===== config.mk =====
export PLATFORM = sky130hd
export DESIGN_NAME = pc_sequencer
export DESIGN_NICKNAME = d
export VERILOG_FILES = /design/src/rtl/pc_sequencer.sv
export SDC_FILE = /design/constraint.sdc
export NUM_CORES = 1
export LEC_CHECK = 0
export ABC_AREA = 1
export ABC_CLOCK_PERIOD_IN_PS = 1800
export CAP_MARGIN = 30
export CORE_MARGIN = 4
export CORE_UTILIZATION = 45
export CTS_BUF_LIST = sky130_fd_sc_hd__clkbuf_8
export CTS_CLUSTER_DIAMETER = 100
export DETAILED_ROUTE_END_ITERATION = 12
export PLACE_DENSITY_LB_ADDON = 0.25
export SLEW_MARGIN = 20
export SYNTH_ARGS = -nofsm -noshare
export SYNTH_HDL_FRONTEND = slang
export SYNTH_SLANG_ARGS = --single-unit

===== constraint.sdc =====
create_clock -name clk -period 1.8 [get_ports clk]
set_clock_uncertainty 0.1 [all_clocks]
set_input_delay 0.27 -clock clk [delete_from_list [all_inputs] [get_ports clk]]
set_output_delay 0.27 -clock clk [all_outputs]
set_load 0.02 [all_outputs]

===== src/rtl/pc_sequencer.sv =====
// pc_sequencer: multi-cycle instruction sequencer for the 8-bit core.
// Owns the PC, fetches over a req/ack handshake, decodes the opcode, starts
// the ALU and waits for its result, then commits the next PC.
// Ports:
//   clk, rst_n              clock, asynchronous active-low reset
//   start                   level; leaves IDLE when sampled high
//   stall                   freezes the sequencer while high
//   imem_req/imem_addr      fetch request and address (address == pc)
//   imem_ack/imem_rdata     fetch response, data valid in the ack cycle
//   instr                   latched current instruction
//   ex_start                one-cycle ALU start pulse
//   alu_valid/alu_flag      ALU completion and flag (4'd1 = branch taken)
//   wb_en                   one-cycle register-file write enable
//   pc, halted, retired     current PC, HALT indicator, committed count
module pc_sequencer #(
   parameter int              PC_W     = 8,
   parameter int              INST_W   = 16,
   parameter logic [PC_W-1:0] RESET_PC = {PC_W{1'b0}}
) (
   input  logic              clk,
   input  logic              rst_n,
   input  logic              start,
   input  logic              stall,
   output logic              imem_req,
   output logic [PC_W-1:0]   imem_addr,
   input  logic              imem_ack,
   input  logic [INST_W-1:0] imem_rdata,
   output logic [INST_W-1:0] instr,
   output logic              ex_start,
   input  logic              alu_valid,
   input  logic [3:0]        alu_flag,
   output logic              wb_en,
   output logic [PC_W-1:0]   pc,
   output logic              halted,
   output logic [15:0]       retired
);

   typedef enum logic [2:0] {
      IDLE, FETCH, DECODE, EXEC, UPDATE, HALT
   } state_t;

   localparam logic [3:0] OP_HALT   = 4'b0000;
   localparam logic [3:0] OP_JUMP   = 4'b0101;
   localparam logic [3:0] OP_BRANCH = 4'b0110;

   state_t          state;
   logic [3:0]      flag;
   logic [3:0]      op_code;
   logic [PC_W-1:0] pc_next;

   assign op_code   = instr[15:12];
   // pc is itself a register, so the fetch address is registered too
   assign imem_addr = pc;

   always_comb begin
      pc_next = pc + PC_W'(1);
      if (op_code == OP_JUMP)
         pc_next = PC_W'(instr[7:0]);
      else if (op_code == OP_BRANCH && flag == 4'd1)
         pc_next = pc + PC_W'(instr[3:0]) + PC_W'(1);
   end

   always_ff @(posedge clk or negedge rst_n) begin
      if (!rst_n) begin
         state    <= IDLE;
         pc       <= RESET_PC;
         instr    <= '0;
         retired  <= '0;
         flag     <= '0;
         imem_req <= 1'b0;
         ex_start <= 1'b0;
         wb_en    <= 1'b0;
         halted   <= 1'b0;
      end else if (stall) begin
         // everything holds; pulses are cut so they never stretch
         ex_start <= 1'b0;
         wb_en    <= 1'b0;
      end else begin
         ex_start <= 1'b0;
         wb_en    <= 1'b0;
         case (state)
            IDLE: if (start) begin
               state    <= FETCH;
               imem_req <= 1'b1;
            end
            FETCH: if (imem_req && imem_ack) begin
               instr    <= imem_rdata;
               imem_req <= 1'b0;
               state    <= DECODE;
            end
            DECODE: begin
               if (op_code == OP_HALT) begin
                  state  <= HALT;
                  halted <= 1'b1;
               end else if (op_code == OP_JUMP) begin
                  state <= UPDATE;
               end else begin
                  state    <= EXEC;
                  ex_start <= 1'b1;
               end
            end
            EXEC: if (alu_valid) begin
               // wb_en is raised on entry so it is high during UPDATE
               flag  <= alu_flag;
               wb_en <= (op_code != OP_BRANCH);
               state <= UPDATE;
            end
            UPDATE: begin
               pc       <= pc_next;
               retired  <= retired + 16'd1;
               imem_req <= 1'b1;
               state    <= FETCH;
            end
            HALT: ;
            default: state <= IDLE;
         endcase
      end
   end

endmodule

==> run summary <==
Number of global-route vias before repair: 2449
Clk root buf: clkbuf_8
Max IR drop VDD: 0.000747 V
Area Overhead vs Synth: 36.6%
Starting Density: 46.2%
Buffers on Ports: 77
Worst setup SP type: flip-flop
Area of the multi-input gates: 1410 um2
Synth Area in XOR/XNOR: 5.08%
First-pass GRT wire length: 10800 um
Distinct cells, synth: 37
Clock latency on the worst-skew pair: 300 ps
Mapped Area: 2930 um2
Gr usage total: 17.3%
Adder-cell area share of the yosys netlist: 3.24%
Sink Count: 51
Tcrit/Tclk final: 97.9%
Register area: 1280 um2
Ys flop type: dfrtp_1
RSZ-0062 raised after global routing: yes
Initial drt markers: 87
Final net count: 478
Status: finished, final reports clean
Fill count: 566
Leakage: 2.12 nW
Tot Pwr: 5.60 mW
Worst hold path type: input port to async pin
Drc violations: 0
Average wire per standard cell: 12.6 um
Compound-Gate Fraction of Synth Area: 7.13%
R2r setup slk: 40 ps
Ys async rst share: 100%
Initial antenna violation count: 0
Die H: 88.7 um
Register area share after synthesis: 43.5%
Die area: 7870 um2
Die W: 88.7 um
PD cells: 1400 nW/um2
Placed insts: 513
Final cell count without fillers: 522
Final Hold Vio Count: 0
Layout cell share with drive strength beyond 1: 15.7%
Syn avg cell area: 8.19 um2
Fin crit period: 1760 ps
Vias: 2559
First-pass detailed-route iteration total: 5
CTS tree: done
H-tree depth: 2
Worst reg-to-reg path cell count: 13
Critical path type: flip-flop to flip-flop
Maximum number of pins on one net before global-route repair: 52
Synthesized net count: 391
# diodes: 0
Worst-Margin Slew: 319 ps
Post-synthesis cell count: 358
Max-slew violations: 0
Max Root-Sink Buffers: 2
GRT overflow: 0
RD Place Congestion: 0.858
DP Wirelength: 4990 um
Number of max-cap violations: 0
FF+latch count, synth: 51
Detail Route Antenna Nets: 0
Warnings from Yosys: 0
Setup TNS: 0 ps
Mux contribution to synthesized area: 3.84%
Worst-path clk slew: 90 ps
Worst R2R Start: instr[0]
Post-synthesis simple-gate area fraction: 27.1%
Via density per instance: 4.90
Setup crit end kind: flip-flop
Boundary Pins: 78
CP max FO: 3
Slew margin rel.: 78.6%
Combinational family with the most area after synthesis: simple AND/OR/NAND/NOR gates
Capture point of the worst reg-to-reg path: imem_addr[4]
Clock buffer count from CTS: 5
Arr. time, crit path: 1860 ps
Core Box Area: 6350 um2
Max Fclk: 567 MHz
Post-synth EDFFs: 0
Routed WL: 6570 um
Final setup vio count: 0
Worst path required time: 1900 ps
Site row count: 29
==> logic make-up after synthesis <==
group,Yosys count
muxes,10
buffers and inverters,64
and+or+nand+nor,171
DFF,51
adders and majority gates,7
AOI/OAI and AO/OA,38
xor gates and xnor gates,17
==> where the power goes <==
part           internal (mW)  switching (mW)
logic                   1.47            1.62
registers               1.52           0.363
clock network          0.262           0.365
==> worst max-delay path by stage <==
| stage | from | end | slack, ps | depth (start not counted) |
|---|---|---|---|---|
| after floorplan | imem_addr[0] | imem_addr[4] | 30 | 13 |
| after global placement | stall | retired[12] | 30 | 9 |
| after CTS | imem_addr[3] | pc[3] | 1 | 2 |
| after detailed placement | stall | retired[12] | -70 | 9 |
| final | instr[0] | imem_addr[4] | 40 | 13 |
| after global routing | instr[0] | imem_addr[4] | -90 | 13 |
==> state kept, by name (all words and copies together), names as in the netlist <==
name,count
ex_start,1
flag,4
halted,1
imem_addr,8
imem_req,1
instr,16
retired,16
state,3
wb_en,1
==> worst max-delay path, stage by stage, from the launching register on <==
cell and delay (ps):
dfrtp_2 370, inv_2 50, ha_4 160, fa_2 410, inv_2 80, nand3_2 50
nand2_1 60, nand2_1 60, nand2_1 70, nand2_1 50, nand2_1 60, nand2_1 50
nand2_1 50, inv_1 40
==> routing by layer <==
layer  part of all wire (%)  track usage (%)
met1                     44             22.3
met2                     49             28.4
met3                    6.7             5.40
met4                   0.73             4.40
met5                      0                0
==> cell usage after synthesis, types with 2 or more instances <==
master	n	area share (%)
nand2_1	90	12
dfrtp_1	51	44
inv_1	47	6.0
nor2_1	29	3.7
nand3_1	22	3.8
o21ai_0	16	2.7
a21oi_1	14	2.4
xor2_1	11	3.3
mux2_2	10	3.8
buf_4	8	2.0
ha_1	6	2.6
xnor2_1	6	1.8
nand4_1	5	1.1
nor2_4	5	1.9
nor3_1	5	0.85
buf_6	3	1.2
clkbuf_1	3	0.38
nand2_2	3	0.64
nor3_2	3	1.0
inv_2	2	0.26
nor2_2	2	0.43
or2_2	2	0.43
==> layout make-up <==
type                       count  area share (%)
clock buffer                   5            1.72
clock inverter                 2           0.281
inverter                      49            4.59
multi-input combinational    243            35.2
sequential                    51            32.0
tap                           77            2.41
timing repair buffer          95            23.7
==> layout by cell type (no fill, tap or decap), types with 6 or more instances in the layout <==
cell type        instances
nand3_1                 20
xor2_1                  11
mux2_2                  10
nand2_1                 90
o21ai_0                 16
dlymetal6s2s_1          15
a21oi_1                 14
nor2_1                  29
inv_1                   45
dfrtp_1                 46
xnor2_1                  6
clkdlybuf4s50_1         59
buf_4                   16
==> timing repair <==
item	in CTS	in global routing
gates resized for setup	3	24
hold buffers	1	0
pin swaps	0	12
setup buffers	0	1
hold endpoints to repair	51	0
setup endpoints to repair	4	19
==> metrics by stage <==
stage               hold slack, ps  utilization [%]  cell area (um2)  setup WS [ps]
global placement               181             60.2             3820           27.5
finish                         382             63.1             4010           37.2
detailed placement             182             60.2             3820          -71.3
CTS                            390             61.6             3910           1.31
global route                   419             63.1             4010          -93.0
floorplan                     -126                -             2940           34.3
Note: power is estimated with default switching activity, not from simulation.
